[src/rtl/tlb_asid.sv]
// Fully associative TLB with ASID tagging, mixed 4K/2M/1G pages, tree-PLRU
// replacement and registered lookup results.
module tlb_asid #(
    parameter int LG_N   = 3,
    parameter int ASID_W = 16,
    parameter int PA_W   = 56
) (
    input  logic              clk,
    input  logic              reset,
    input  logic              active,
    input  logic              req,
    input  logic [63:0]       va,
    input  logic [ASID_W-1:0] asid,
    input  logic [1:0]        priv,
    input  logic              is_store,
    input  logic              is_fetch,
    input  logic              sum,
    output logic              hit,
    output logic              fault,
    output logic              dirty,
    output logic [PA_W-1:0]   pa,
    input  logic              fill,
    input  logic [63:0]       fill_va,
    input  logic [ASID_W-1:0] fill_asid,
    input  logic [1:0]        fill_pgsize,
    input  logic [63:0]       fill_paddr,
    input  logic [5:0]        fill_perm,
    input  logic              flush,
    input  logic              flush_va_vld,
    input  logic [63:0]       flush_va,
    input  logic              flush_asid_vld,
    input  logic [ASID_W-1:0] flush_asid,
    output logic [63:0]       tlb_hits,
    output logic [63:0]       tlb_accesses
);

    localparam int N     = 1 << LG_N;
    localparam int PPN_W = PA_W - 12;
    localparam int P_R   = 0;
    localparam int P_W   = 1;
    localparam int P_X   = 2;
    localparam int P_U   = 3;
    localparam int P_G   = 4;
    localparam int P_D   = 5;

    logic [N-1:0]      valid;
    logic [ASID_W-1:0] e_asid [N];
    logic [27:0]       e_tag  [N];
    logic [1:0]        e_size [N];
    logic [PPN_W-1:0]  e_ppn  [N];
    logic [5:0]        e_perm [N];
    logic [N-2:0]      plru;

    // Tags hold va[39:12]; larger pages simply ignore their low tag bits.
    function automatic logic tag_eq(input logic [27:0] a, input logic [27:0] b,
                                    input logic [1:0] size);
        logic [27:0] mask;
        case (size)
            2'd0:    mask = 28'hFFC_0000;
            2'd1:    mask = 28'hFFF_FE00;
            default: mask = 28'hFFF_FFFF;
        endcase
        return ((a ^ b) & mask) == 28'h0;
    endfunction

    // Level k of the tree splits on way bit k; each bit points at the victim side.
    function automatic logic [N-2:0] plru_touch(input logic [N-2:0] bits,
                                                input logic [LG_N-1:0] way);
        int node;
        node = 1;
        for (int k = 0; k < LG_N; k++) begin
            bits[node-1] = ~way[k];
            node = 2 * node + int'(way[k]);
        end
        return bits;
    endfunction

    logic [N-1:0]      lk_match;
    logic [N-1:0]      fl_match;
    logic [N-1:0]      kill;
    logic [LG_N-1:0]   lk_idx;
    logic [LG_N-1:0]   fl_idx;
    logic [LG_N-1:0]   free_idx;
    logic [LG_N-1:0]   plru_victim;
    logic [LG_N-1:0]   victim;
    logic              lk_any;
    logic              lk_fault;
    logic [PA_W-1:0]   lk_pa;
    logic [N-2:0]      plru_next;
    logic              fill_do;
    logic              is_load;
    logic [5:0]        sel_perm;
    int                node;

    always_comb begin
        lk_match = '0;
        fl_match = '0;
        kill     = '0;
        for (int i = 0; i < N; i++) begin
            lk_match[i] = valid[i] & (e_perm[i][P_G] | (e_asid[i] == asid))
                        & tag_eq(e_tag[i], va[39:12], e_size[i]);
            fl_match[i] = valid[i] & (e_size[i] == fill_pgsize)
                        & (e_perm[i][P_G] | (e_asid[i] == fill_asid))
                        & tag_eq(e_tag[i], fill_va[39:12], fill_pgsize);
            case ({flush_va_vld, flush_asid_vld})
                2'b00:   kill[i] = 1'b1;
                2'b10:   kill[i] = tag_eq(e_tag[i], flush_va[39:12], e_size[i]);
                2'b01:   kill[i] = ~e_perm[i][P_G] & (e_asid[i] == flush_asid);
                default: kill[i] = ~e_perm[i][P_G] & (e_asid[i] == flush_asid)
                                 & tag_eq(e_tag[i], flush_va[39:12], e_size[i]);
            endcase
        end
    end

    // Descending scans so the lowest matching/free index is the one that sticks.
    always_comb begin
        lk_idx   = '0;
        fl_idx   = '0;
        free_idx = '0;
        for (int i = N - 1; i >= 0; i--) begin
            if (lk_match[i]) lk_idx = LG_N'(i);
            if (fl_match[i]) fl_idx = LG_N'(i);
            if (!valid[i])   free_idx = LG_N'(i);
        end
        plru_victim = '0;
        node = 1;
        for (int k = 0; k < LG_N; k++) begin
            plru_victim[k] = plru[node-1];
            node = 2 * node + int'(plru[node-1]);
        end
        if (|fl_match)
            victim = fl_idx;
        else if (!(&valid))
            victim = free_idx;
        else
            victim = plru_victim;
    end

    always_comb begin
        lk_any   = |lk_match;
        sel_perm = e_perm[lk_idx];
        is_load  = ~is_store & ~is_fetch;
        lk_fault = (is_fetch & ~sel_perm[P_X]) | (is_store & ~sel_perm[P_W])
                 | (is_load & ~sel_perm[P_R]) | (is_store & ~sel_perm[P_D])
                 | ((priv == 2'd0) & ~sel_perm[P_U])
                 | ((priv == 2'd1) & sel_perm[P_U] & (is_fetch | ~sum));
        lk_pa = {e_ppn[lk_idx], va[11:0]};
        case (e_size[lk_idx])
            2'd0:    lk_pa[29:0] = va[29:0];
            2'd1:    lk_pa[20:0] = va[20:0];
            default: ;
        endcase
    end

    // A fill in the same cycle as a hit is applied last so it ends up MRU.
    always_comb begin
        fill_do   = fill & (fill_pgsize != 2'd3) & ~flush;
        plru_next = plru;
        if (active & req & lk_any) plru_next = plru_touch(plru_next, lk_idx);
        if (fill_do)               plru_next = plru_touch(plru_next, victim);
    end

    always_ff @(posedge clk) begin
        if (reset) begin
            valid        <= '0;
            plru         <= '0;
            hit          <= 1'b0;
            fault        <= 1'b0;
            dirty        <= 1'b0;
            pa           <= '0;
            tlb_hits     <= '0;
            tlb_accesses <= '0;
        end else begin
            if (flush)
                valid <= valid & ~kill;
            else if (fill_do)
                valid[victim] <= 1'b1;
            plru <= plru_next;
            if (!active) begin
                hit   <= 1'b1;
                fault <= 1'b0;
                dirty <= 1'b0;
                pa    <= va[PA_W-1:0];
            end else begin
                hit   <= req & lk_any;
                fault <= req & lk_any & lk_fault;
                dirty <= req & lk_any & sel_perm[P_D];
                pa    <= lk_pa;
            end
            if (active & req) begin
                tlb_accesses <= tlb_accesses + 64'd1;
                if (lk_any) tlb_hits <= tlb_hits + 64'd1;
            end
        end
    end

    // Entry payload carries no reset; an entry is meaningless until valid is set.
    always_ff @(posedge clk) begin
        if (!reset && fill_do) begin
            e_asid[victim] <= fill_asid;
            e_tag[victim]  <= fill_va[39:12];
            e_size[victim] <= fill_pgsize;
            e_ppn[victim]  <= fill_paddr[PA_W-1:12];
            e_perm[victim] <= fill_perm;
        end
    end

    logic unused_bits;
    assign unused_bits = ^{va[63:40], fill_va[63:40], fill_va[11:0], flush_va[63:40],
                           flush_va[11:0], fill_paddr};

endmodule

[config.mk]
export PLATFORM = sky130hd
export DESIGN_NAME = tlb_asid
export DESIGN_NICKNAME = d
export VERILOG_FILES = /design/src/rtl/tlb_asid.sv
export SDC_FILE = /design/constraint.sdc
export NUM_CORES = 2
export LEC_CHECK = 0
export CAP_MARGIN = 20
export CORE_MARGIN = 2
export CORE_UTILIZATION = 46
export DETAILED_ROUTE_END_ITERATION = 6
export PLACE_DENSITY_LB_ADDON = 0.2
export SYNTH_ARGS = -nofsm -noshare
export SYNTH_HDL_FRONTEND = slang
export SYNTH_SLANG_ARGS = --single-unit
export TNS_END_PERCENT = 5
[constraint.sdc]
create_clock -name clk -period 10.8 [get_ports clk]
set_input_delay 2.7 -clock clk [delete_from_list [all_inputs] [get_ports clk]]
set_output_delay 2.7 -clock clk [all_outputs]
set_load 0.02 [all_outputs]
Yosys cells after proc, flatten, opt, wreduce, memory -nomap -nowiden
Memory sizes are Yosys's and may differ from the RTL's.
Index checks and enable logic that the tools add are counted.
Widths: inputs -> output; s select.
- add/subtract/negate cells: 14
- $lt $le $gt $ge: 12
- eq/ne operators: 46
- muxes and demuxes: 89
- bitwise logic cells: 176
- reduce and logical (&&, ||, !) cells: 60
- operators with widths (cell ; count):
    $and 28x28->28 ; 32
    $logic_not 28->1 ; 32
    $xor 28x28->28 ; 24
    $mux 28 ; 16
    $eq 16x16->1 ; 24
    $pmux 18 s2 ; 9
    $add 64x1->64 const B ; 2
    $mux 3 ; 26
    $and 1x1->1 ; 71
    $mux 56 ; 1
    $bwmux 7 ; 4
    $eq 2x1->1 const B ; 12
    $logic_not 2->1 ; 12
    $not 1->1 ; 24
    $pmux 1 s3 ; 8
    $or 1x1->1 ; 22
    $mux 21 ; 1
    $lt 6x5->1 const B ; 3
    $sub 5x1->6 const B ; 3
    $eq 2x2->1 ; 8
    $mux 8 ; 2
    $reduce_or 8->1 ; 2
    $add 4x1->5 ; 3
    $demux 1 s3 ; 5
    other kinds (23) ; 51
- register bits: 202
- memory bits (writable): 768
- input bits: 325
- word-level logic and storage cells: 411
- memories: 5
- memory list (memory ; words ; width ; rd ports ; clocked after Yosys merged registers in ; wr ports ; RTL line ; source):
    e_ppn ; 8 ; 44 ; 1 ; 0 ; 1 ; 50 ; logic [PPN_W-1:0] e_ppn [N];
    e_tag ; 8 ; 28 ; 8 ; 0 ; 1 ; 48 ; logic [27:0] e_tag [N];
    e_asid ; 8 ; 16 ; 8 ; 0 ; 1 ; 47 ; logic [ASID_W-1:0] e_asid [N];
    e_perm ; 8 ; 6 ; 9 ; 0 ; 1 ; 51 ; logic [5:0] e_perm [N];
    e_size ; 8 ; 2 ; 9 ; 0 ; 1 ; 49 ; logic [1:0] e_size [N];

Depth between registers and ports, before layout
An unclocked memory read counts as a cell.
- depth in word-level cells: 26
- gate-level depth with buffers: 18
- mapped depth without buffers: 15

Worst setup path after synthesis
No wires, ideal clock.
- path kind: input to register
- start: input port fill_va[29]
- end: memory e_asid[1][0], enable pin
- arrival: 9328 ps
- path slack: 920 ps
- cell stages on the path: 12
- cell sequence: clkbuf_1 xnor2_1 nand3_1 nor4_1 nand4_1 a2111o_1 a21bo_2 a21boi_0 o21ai_0 a21boi_1 o21ai_0 nor2_1
- word-level cells in the longest chain between the ends: 13
- RTL lines (element ; RTL line ; source):
    start: declaration ; 23 ; input logic [63:0] fill_va,
    $xor 28x28->28 ; 63 ; return ((a ^ b) & mask) == 28'h0;
    $and 28x28->28 ; 63 ;
    $logic_not 28->1 ; 63 ;
    $and 1x1->1 ; 104 ; & tag_eq(e_tag[i], fill_va[39:12], fill_pgsize);
    $mux 3 (8 in series) ; 122 ; if (fl_match[i]) fl_idx = LG_N'(i);
    $mux 3 * ; 131 ; if (|fl_match)
    end: declaration ; 47 ;
Mark *: on every way between the ends. The rest lies on a longest branch, timed or not.

Worst setup path in the final report
- start: input port fill_va[28]
- end: memory e_ppn[4][27] (netlist bit), enable pin
- word-level cells in the longest chain between the ends: 13
- RTL lines (element ; RTL line):
    $xor 28x28->28 ; 63
    $and 28x28->28 ; 63
    $logic_not 28->1 ; 63
    $and 1x1->1 ; 104
    $mux 3 (8 in series) ; 122
    $mux 3 * ; 131
    end: declaration ; 50
Marks and branches as above.

==> flow_summary.json <==
{
  "yosysWarnings": 0,
  "path_buf_inv": 2,
  "io_pins": 512,
  "place_inst": 5687,
  "grt_first_pass_wirelength_um": 222000,
  "grt_pass1_vias": 32900,
  "cts_root_buffer": "clkbuf_16",
  "wl_per_cell_um": 26.1,
  "via_per_inst": 5.68,
  "cts_buffer_depth": 3,
  "hold_viol_final": 0,
  "syn2layout_area_growth_pct": 18.7,
  "tightest_slew_ns": 1.15,
  "antenna_found_initial": 44,
  "grt_usage_pct": 27.8,
  "die_h_um": 330,
  "dieArea_mm2": 0.109,
  "rsz0062_at_grt": "false",
  "worstSetupEndpointType": "register",
  "cts.sinks": 970,
  "max_freq_ghz": 0.122,
  "finalPower_w": 0.00833,
  "final_common_cell": "edfxtp_1",
  "globalplace.congestion": 0.936,
  "p_sw_share_pct": 23.0,
  "critPathMaxFanout": 79,
  "cpPeakStageDelay_ns": 0.90,
  "critical_path_cell_count": 12,
  "ant_nets": 0,
  "setup_viol": 0,
  "routed_wl_um": 154000,
  "fin_crit_ns": 8.20,
  "ys_async_sr_fraction_pct": 0,
  "outcome": "complete, no violations",
  "skew_ns": 0.0415,
  "maxSlewViolCount": 0,
  "syn_nets": 4364,
  "ff2ff_path_depth": 11,
  "tritoncts": "yes",
  "finalNetCount": 4739,
  "die_w_um": 330,
  "internal_power_w": 0.00641,
  "p_leak_nw": 19.4,
  "vias": 33600,
  "synth_seq_area_share_pct": 55.5,
  "startpoint_type": "input port",
  "dominantRegCellSynth": "edfxtp_1",
  "finalSetupTns_ns": 0,
  "whs_path_depth": 2,
  "combPwrFrac_pct": 7.6,
  "final_cells": 5910,
  "cp.required_ns": 11.13,
  "clkPwrFrac_pct": 43.5,
  "synth_area_per_cell_um2": 12.1,
  "powerDensity_mw_per_mm2": 144,
  "crit_top_cell": "nand4_1",
  "coreArea_mm2": 0.105,
  "start_util_pct": 46.4,
  "finalCritPeriodShare_pct": 75.9,
  "overflow": 0,
  "row_count": 119,
  "drc": 0,
  "max_cap_viol_count": 0,
  "first_pass_iters": 5,
  "place_hpwl_um": 103000,
  "layout_common_cells": "edfxtp_1 (768), xor2_1 (675), xnor2_1 (490), clkdlybuf4s50_1 (409), nand2_1 (238)",
  "yosys_register_bits": 970,
  "postCtsHoldBufs": 0,
  "grt_start_max_net_pins": 106,
  "worstPathArrival_ns": 8.52,
  "cp_top_family": "simple AND/OR/NAND/NOR gates",
  "cts_resized": 0,
  "synth_edf_count": 768,
  "post_cts_buffers": 0,
  "cts-htree-levels": 3,
  "drt_iter0_drc": 3164,
  "clkLatencyLatePin_ns": 0.71,
  "hold_class": "register to register",
  "synth_area_mm2": 0.0488,
  "path_cells": "clkdlybuf4s50_1, xor2_1, nor4_1, nand4_1, o41ai_1, o2111ai_1, nand4_1, nor2_1, nor3_1, nand3_1, nor2_4, buf_12",
  "numCtsBuffers": 104,
  "worstSetupPathType": "input port to register",
  "synth.distinct_cells": 74,
  "syn_inst": 4028,
  "clk_pin_slew_ns": 0.06,
  "drive_above_1_share_pct": 7.39,
  "slowest_stage": "clkdlybuf4s50_1",
  "slew_headroom_pct": 22.3,
  "port_buffers": 411,
  "p_sw_w": 0.00192,
  "power.share.sequential_pct": 48.9,
  "ir_drop_mv": 0.146
}
state kept, by name, indices dropped and copies added (netlist names):
signal,count
valid,8
e_asid,128
e_tag,224
tlb_accesses,64
fault,1
tlb_hits,64
e_ppn,352
plru,7
pa,56
e_size,16
hit,1
dirty,1
e_perm,48
logic make-up after synthesis:
logic type,share of synthesized area (%)
xor gates and xnor gates,20.9
and+or+nand+nor,11.1
DFF,55.5
AOI/OAI and AO/OA,4.27
buffers and inverters,2.58
muxes,5.39
adders and majority gates,0.282
worst min-delay path, cell delays in order, from the launching register on:
cell	delay, ns
dfxtp_1	0.33
nand2_1	0.06
a21oi_1	0.05
layout make-up:
class / count / area, um2
Clock buffer: 131 / 2780
Antenna cell: 26 / 65.1
Timing Repair Buffer: 497 / 4880
Tap cell: 1391 / 1740
Clock inverter: 65 / 673
Inverter: 44 / 165
Fill cell: 8832 / 47300
Multi-Input combinational cell: 2786 / 20600
Sequential cell: 970 / 27100
power groups by stage:
stage	Clock, W	Combinational, W	Sequential (W)
after floorplan	0	0.000314	0.00417
after global placement	0	0.000618	0.00415
after detailed placement	0	0.000622	0.00415
after CTS	0.00367	0.000625	0.00407
after global routing	0.00382	0.000663	0.00407
final	0.00362	0.000630	0.00407
worst paths after layout:
check,startpoint,endpoint,slack (ns)
hold / removal,tlb_accesses[1],tlb_accesses[1],0.49
setup / recovery,fill_va[28],e_ppn[4][27],2.60
hold reg to reg,tlb_accesses[1],tlb_accesses[1],0.49
setup reg to reg,e_tag[5][13],e_ppn[4][27],5.16
cell usage after synthesis, types with 8 or more instances:
| cell | instances | area share, % |
|---|---|---|
| nand3_1 | 140 | 1.4 |
| or3_1 | 41 | 0.53 |
| dfxtp_1 | 202 | 8.3 |
| edfxtp_1 | 768 | 47 |
| clkbuf_1 | 134 | 1.0 |
| nor4_1 | 135 | 1.7 |
| mux2_2 | 41 | 0.95 |
| nor3_1 | 66 | 0.68 |
| and2_1 | 8 | 0.10 |
| a311oi_1 | 26 | 0.47 |
| o21ai_0 | 65 | 0.67 |
| ha_1 | 11 | 0.28 |
| nor2b_1 | 23 | 0.29 |
| xnor2_1 | 490 | 8.8 |
| nand4_1 | 153 | 2.0 |
| inv_1 | 43 | 0.33 |
| buf_2 | 42 | 0.43 |
| o41ai_1 | 12 | 0.22 |
| a311oi_2 | 9 | 0.28 |
| mux2i_1 | 214 | 4.4 |
| buf_4 | 21 | 0.32 |
| buf_6 | 14 | 0.32 |
| nor2_1 | 198 | 1.5 |
| a21oi_1 | 61 | 0.63 |
| nand2_1 | 238 | 1.8 |
| a31oi_1 | 17 | 0.22 |
| and3_1 | 22 | 0.28 |
| buf_1 | 17 | 0.13 |
| xor2_1 | 675 | 12 |
| o211ai_1 | 30 | 0.46 |
through the flow:
stage,worst slack (ns),hold slack [ns],instance area [um2],utilization (%)
final,2.60,0.489,58000,55.1
after global routing,2.38,0.519,57900,55.0
after CTS,2.71,0.492,57900,55.0
after global placement,2.03,0.478,54400,51.7
after detailed placement,2.01,0.484,54400,51.7
after floorplan,0.920,0.497,48800,-
layer usage:
| layer | up-vias | share of wire, % | GRT usage (%) |
|---|---|---|---|
| met5 | - | 0.15 | 0 |
| li1 | 15200 | - | - |
| met3 | 365 | 8.7 | 6.54 |
| met2 | 1393 | 47 | 44.1 |
| met4 | 36 | 4.3 | 12.3 |
| met1 | 16600 | 40 | 36.2 |
(Power assumes the default switching activity.)
